$ cat src/rtl/uart_rx_engine.sv
`timescale 1ns / 1ps
// uart_rx_engine
//   Asynchronous serial receiver, 8 data bits LSB first, one stop bit.
//   The line is oversampled at 16x the bit rate; each bit is sampled once at
//   its mid-point, counted from the centre of the start bit.
//
//   Build option: define UART_RX_PARITY_EN to receive 8E1 (even parity bit
//   between the data and stop bits). Left undefined, the block receives 8N1.
//
// Parameters
//   freq_hz   system clock frequency in Hz
//   baud      serial bit rate
// Ports
//   clk       system clock, rising edge
//   reset     synchronous, active-high
//   uart_rxd  asynchronous serial input, idle high
//   rx_data   last received byte
//   rx_avail  an unread byte is held in rx_data
//   rx_error  framing, parity or overrun error
//   rx_ack    one-cycle pulse from the consumer: byte and error consumed
module uart_rx_engine #(
  parameter int unsigned freq_hz = 25000000,
  parameter int unsigned baud    = 38400
) (
  input  logic       clk,
  input  logic       reset,
  input  logic       uart_rxd,
  output logic [7:0] rx_data,
  output logic       rx_avail,
  output logic       rx_error,
  input  logic       rx_ack
);

  // Clocks per 16x oversample tick (integer floor).
  localparam int unsigned DIV    = freq_hz / (16 * baud);
  localparam int unsigned TICK_W = (DIV > 1) ? $clog2(DIV) : 1;
  localparam logic [TICK_W-1:0] TICK_MAX = TICK_W'(DIV - 1);

  typedef enum logic [2:0] {
    ST_IDLE,
    ST_START,
    ST_DATA,
`ifdef UART_RX_PARITY_EN
    ST_PARITY,
`endif
    ST_STOP,
    ST_WAIT_HIGH
  } state_t;

  state_t            state_q, state_d;
  logic              sync1_q, sync1_d;
  logic              sync2_q, sync2_d;
  logic [TICK_W-1:0] tick_cnt_q, tick_cnt_d;
  logic [3:0]        sample_cnt_q, sample_cnt_d;
  logic [2:0]        bit_cnt_q, bit_cnt_d;
  logic [7:0]        shift_q, shift_d;
  logic [7:0]        rx_data_q, rx_data_d;
  logic              rx_avail_q, rx_avail_d;
  logic              rx_error_q, rx_error_d;
`ifdef UART_RX_PARITY_EN
  logic              parity_err_q, parity_err_d;
`endif

  logic tick;
  logic mid_bit;
  logic rx_s;

  assign rx_s    = sync2_q;
  assign tick    = (tick_cnt_q == TICK_MAX);
  // After the start-bit centre the sample counter wraps every 16 ticks,
  // so a wrap marks the centre of each following bit.
  assign mid_bit = tick && (sample_cnt_q == 4'd15);

  always_comb begin
    // NOTE: every signal written here gets a default first, so no path
    // through the case statement can leave one unassigned and infer a latch.
    sync1_d      = uart_rxd;
    sync2_d      = sync1_q;
    tick_cnt_d   = tick ? '0 : tick_cnt_q + 1'b1;
    state_d      = state_q;
    sample_cnt_d = sample_cnt_q;
    bit_cnt_d    = bit_cnt_q;
    shift_d      = shift_q;
    rx_data_d    = rx_data_q;
    // An acknowledge consumes the byte and the error; a byte completing in
    // the same cycle overrides this below.
    rx_avail_d   = rx_avail_q & ~rx_ack;
    rx_error_d   = rx_error_q & ~rx_ack;
`ifdef UART_RX_PARITY_EN
    parity_err_d = parity_err_q;
`endif

    case (state_q)
      ST_IDLE: begin
        sample_cnt_d = '0;
        bit_cnt_d    = '0;
        if (!rx_s) state_d = ST_START;
      end

      ST_START: begin
        if (tick) begin
          if (sample_cnt_q == 4'd7) begin
            // Start-bit centre: a line back high was only a glitch.
            sample_cnt_d = '0;
            state_d      = rx_s ? ST_IDLE : ST_DATA;
          end else begin
            sample_cnt_d = sample_cnt_q + 4'd1;
          end
        end
      end

      ST_DATA: begin
        if (tick) sample_cnt_d = sample_cnt_q + 4'd1;
        if (mid_bit) begin
          shift_d   = {rx_s, shift_q[7:1]};
          bit_cnt_d = bit_cnt_q + 3'd1;
          if (bit_cnt_q == 3'd7) begin
`ifdef UART_RX_PARITY_EN
            state_d = ST_PARITY;
`else
            state_d = ST_STOP;
`endif
          end
        end
      end

`ifdef UART_RX_PARITY_EN
      ST_PARITY: begin
        if (tick) sample_cnt_d = sample_cnt_q + 4'd1;
        if (mid_bit) begin
          // Even parity: data bits plus parity bit must XOR to zero.
          parity_err_d = rx_s ^ (^shift_q);
          state_d      = ST_STOP;
        end
      end
`endif

      ST_STOP: begin
        if (tick) sample_cnt_d = sample_cnt_q + 4'd1;
        if (mid_bit) begin
          if (!rx_s) begin
            // Framing error; wait for the line to recover so a break is
            // not taken as a stream of zero bytes.
            rx_error_d = 1'b1;
            state_d    = ST_WAIT_HIGH;
`ifdef UART_RX_PARITY_EN
          end else if (parity_err_q) begin
            rx_error_d = 1'b1;
            state_d    = ST_IDLE;
`endif
          end else begin
            rx_data_d  = shift_q;
            rx_avail_d = 1'b1;
            // Unconsumed previous byte is overrun; a simultaneous ack
            // leaves the default (cleared) error in place.
            if (rx_avail_q && !rx_ack) rx_error_d = 1'b1;
            state_d    = ST_IDLE;
          end
        end
      end

      ST_WAIT_HIGH: begin
        if (rx_s) state_d = ST_IDLE;
      end

      default: state_d = ST_IDLE;
    endcase
  end

  always_ff @(posedge clk) begin
    // NOTE: sequential state uses non-blocking assignments only, so every
    // flop samples the values from before this edge.
    if (reset) begin
      state_q      <= ST_IDLE;
      sync1_q      <= 1'b1;
      sync2_q      <= 1'b1;
      tick_cnt_q   <= '0;
      sample_cnt_q <= '0;
      bit_cnt_q    <= '0;
      shift_q      <= '0;
      rx_data_q    <= '0;
      rx_avail_q   <= 1'b0;
      rx_error_q   <= 1'b0;
`ifdef UART_RX_PARITY_EN
      parity_err_q <= 1'b0;
`endif
    end else begin
      state_q      <= state_d;
      sync1_q      <= sync1_d;
      sync2_q      <= sync2_d;
      tick_cnt_q   <= tick_cnt_d;
      sample_cnt_q <= sample_cnt_d;
      bit_cnt_q    <= bit_cnt_d;
      shift_q      <= shift_d;
      rx_data_q    <= rx_data_d;
      rx_avail_q   <= rx_avail_d;
      rx_error_q   <= rx_error_d;
`ifdef UART_RX_PARITY_EN
      parity_err_q <= parity_err_d;
`endif
    end
  end

  assign rx_data  = rx_data_q;
  assign rx_avail = rx_avail_q;
  assign rx_error = rx_error_q;

endmodule
$ cat config.mk
export PLATFORM = sky130hd
export DESIGN_NAME = uart_rx_engine
export DESIGN_NICKNAME = d
export VERILOG_FILES = /design/src/rtl/uart_rx_engine.sv
export SDC_FILE = /design/constraint.sdc
export NUM_CORES = 1
export LEC_CHECK = 0
export BUFFER_PORTS_ARGS = -buffer_cell sky130_fd_sc_hd__buf_2
export CAP_MARGIN = 0
export CORE_ASPECT_RATIO = 1.4
export CORE_MARGIN = 4
export CORE_UTILIZATION = 55
export CTS_CLUSTER_DIAMETER = 120
export DETAILED_ROUTE_END_ITERATION = 12
export PLACE_DENSITY = 0.81
export SYNTH_ARGS = -nofsm -noshare
export SYNTH_HDL_FRONTEND = slang
export SYNTH_SLANG_ARGS = --single-unit
$ cat constraint.sdc
create_clock -name clk -period 1.8 [get_ports clk]
set_input_delay 0 -clock clk [delete_from_list [all_inputs] [get_ports clk]]
set_output_delay 0 -clock clk [all_outputs]
set_load 0.05 [all_outputs]
==> impl_metrics.ini <==
[pwr]
internal_pwr_total_mw = 0.986
p_sw_mw = 0.291
power.switching_fraction = 0.228
p_comb_frac = 0.038
powerDensity_nw_per_um2 = 699
post-layout-total-power_mw = 1.28
leakage_nw = 0.799
power.share.clock = 0.322
ir_drop_mv = 0.726
seq_power_share = 0.640

[critical_path]
cp_data_required_time_ns = 2.09
worst-path-max-fanout = 7
critical-path-slowest-cell = sky130_fd_sc_hd__or4_1
slowest_delay_ns = 0.54
worstSetupEndpointType = register
criticalPathCategory = reg2reg
crit_chain = ha_1, nand3b_4, or4_1, a21oi_1, a31o_2
path_buf_inv = 0
critical_path_start_type = register
crit_arrival_ns = 2.02
path_delay_family = simple AND/OR/NAND/NOR gates

[timing]
timing.final.max_slew_violations = 0
fin_worst_skew_ns = 0.0109
fmaxAchievable_mhz = 577
tns_ns = 0
finalCritPeriodShare = 0.963
max-slew-margin-rel = 0.629
setup_failing_eps_final = 0
worst-slew-pin-transition_ns = 0.556
period_minus_slack_ns = 1.73
hold_viol = 0

[floorplanning]
die-width_um = 53.6
fp.dieArea_sq_um = 3850
core_area_sq_um = 2700
die_height_um = 71.9
floorplan.rows = 22
floorplan.initialDensity = 0.594
ios = 14

[detailed_routing]
route.final.wire_length_mm = 3.02
route.detailed.drc = 0
post_drt_wl_per_cell_um = 13.8
drt-initial-drc-count = 22
detail_route.first_pass.iterations = 4
detailroute.via_count = 1208
ant_nets = 0
vias_per_cell = 5.52

[global_route]
grt_pass1_wl_mm = 5.24
grtUsageTotal = 0.183
antenna_violations_before_repair = 0
grt-ovfl-total = 0
grt_max_degree = 39
grt_pass1_vias = 1246

[min_path]
timing.hold.worst.class = in2reg

[flow_run]
drv_cap = 0

[status]
status = finished, final reports clean

[placement]
globalplace.congestion = 0.877
dp_hpwl_mm = 2.06
io_buffers = 13

[logic_synthesis]
synth_cells = 162
synth-async-reset-ratio = 0
synth-seq-area-share = 0.450
synth.yosys.warnings = 0
mappedNetlistArea_sq_um = 1600
yosys_register_bits = 36
synth_enable_flop_cells = 0
synth_flop_cell = sky130_fd_sc_hd__dfxtp_1
postSynthNetCount = 170
library_cells_used_by_synthesis = 41
syn_area_per_cell_sq_um = 9.89

[finish]
area.sequential_sq_um = 722
combined_area_of_the_multi_input_logic_cells_sq_um = 848
number_of_fill_cells_in_the_layout = 241
final_nets = 190
drive_above_1_share = 0.202
insertedDiodeCount = 0
syn_to_final_growth_pct = 14.1

[clock_tree]
path_clk_slew_ns = 0.10
cts_sinks = 36
insertion_delay_ns = 0.34
clock_path_buffers = 2
cts_tree = done
numCtsBuffers = 5
clock_root_buffer = sky130_fd_sc_hd__clkbuf_4
h_tree_levels = 2
metrics by stage:
stage	instances	hold slack (ns)	utilization	setup slack, ns	instance area [sq um]
final	219	0.135	0.677	0.0666	1830
after global routing	219	0.167	0.677	-0.0194	1830
after CTS	218	0.103	0.663	0.0895	1790
after detailed placement	208	0.187	0.635	0.101	1710
after global placement	208	0.186	0.635	0.176	1710
after floorplan	162	0.104	-	0.162	1600
what timing repair did:
item | CTS | global route
resized for setup | 0 | 7
buffers inserted | 0 | 1
hold endpoints to repair | 3 | 0
hold buffers | 2 | 0
endpoints found under the setup margin | 0 | 9
worst paths after layout:
check                            from                            to  slack (ns)  cells after the start
min reg2reg        sync1_q$_SDFF_PP1_               rx_s$_SDFF_PP1_        0.42                      1
max          tick_cnt_q[0]$_SDFF_PP0_  sample_cnt_q[3]$_SDFFE_PP0P_        0.07                      5
min                             reset      tick_cnt_q[4]$_SDFF_PP0_        0.14                      2
max reg2reg  tick_cnt_q[0]$_SDFF_PP0_  sample_cnt_q[3]$_SDFFE_PP0P_        0.07                      5
power by group through the flow:
stage               clock network, mW  logic (mW)  registers, mW
floorplan                           0      0.0359          0.832
global placement                    0      0.0424          0.833
detailed placement                  0      0.0443          0.834
CTS                             0.434      0.0479          0.816
global route                    0.466      0.0556          0.817
finish                          0.411      0.0491          0.817
kinds of logic after synthesis:
| logic type | count (synthesis) | synth area share |
|---|---|---|
| buffers and inverters | 12 | 0.0391 |
| and+or+nand+nor | 67 | 0.269 |
| xor gates and xnor gates | 4 | 0.0219 |
| adders and majority gates | 4 | 0.0313 |
| DFF | 36 | 0.450 |
| muxes | 16 | 0.100 |
| AOI/OAI and AO/OA | 23 | 0.0891 |
cell usage after synthesis, types with 2 or more instances:
library cell | instances | share of area
sky130_fd_sc_hd__nor3_1 | 5 | 0.016
sky130_fd_sc_hd__a22oi_1 | 2 | 0.0094
sky130_fd_sc_hd__o31ai_1 | 2 | 0.0094
sky130_fd_sc_hd__clkbuf_1 | 4 | 0.0094
sky130_fd_sc_hd__nand2b_1 | 18 | 0.070
sky130_fd_sc_hd__inv_1 | 4 | 0.0094
sky130_fd_sc_hd__nand2_1 | 10 | 0.023
sky130_fd_sc_hd__nand3b_1 | 4 | 0.019
sky130_fd_sc_hd__a21oi_1 | 7 | 0.022
sky130_fd_sc_hd__mux2i_1 | 16 | 0.10
sky130_fd_sc_hd__o21ai_1 | 3 | 0.0094
sky130_fd_sc_hd__nand3_1 | 8 | 0.025
sky130_fd_sc_hd__nor2_1 | 7 | 0.016
sky130_fd_sc_hd__or2_2 | 2 | 0.0078
sky130_fd_sc_hd__ha_1 | 4 | 0.031
sky130_fd_sc_hd__dfxtp_1 | 36 | 0.45
sky130_fd_sc_hd__buf_6 | 2 | 0.014
sky130_fd_sc_hd__o21ai_0 | 3 | 0.0094
sky130_fd_sc_hd__xor2_1 | 3 | 0.016
layer usage:
layer | up-vias | wire length [um] | global-route usage
met5 | - | 0 | 0
met4 | 0 | 71 | 0.0710
met3 | 8 | 127 | 0.0644
met2 | 24 | 1600 | 0.315
met1 | 566 | 1220 | 0.198
li1 | 610 | - | -
cell usage in the layout, fill, tap and decap left out, drive strengths merged, types with 2 or more instances in the layout:
cell type and n:
o31ai 2, a21oi 7, nor3 6, or2 2, inv 4, nor3b 2, clkbuf 7, o21ai 6
mux2i 16, buf 19, a22oi 2, dlygate4sd3 2, dfxtp 36, nand2b 18, xor2 3, nor2 7
nor4b 2, nand3b 5, nand2 10, nand3 8, ha 4
layout make-up:
type                       instances  area share
clock buffer                       7      0.0247
inverter                           4     0.00822
sequential                        36       0.395
tap                               36      0.0247
multi-input combinational        114       0.464
timing repair buffer              21      0.0781
clock inverter                     1     0.00479
state kept, by name, summed over array words and instances, names as in the netlist:
name and flops:
rx_avail 1, sample_cnt_q 4, rx_error 1, rx_data 8, shift_q 8, state_q 3
rx_s 1, sync1_q 1, bit_cnt_q 3, tick_cnt_q 6
Power figures use the tool's default switching activity.
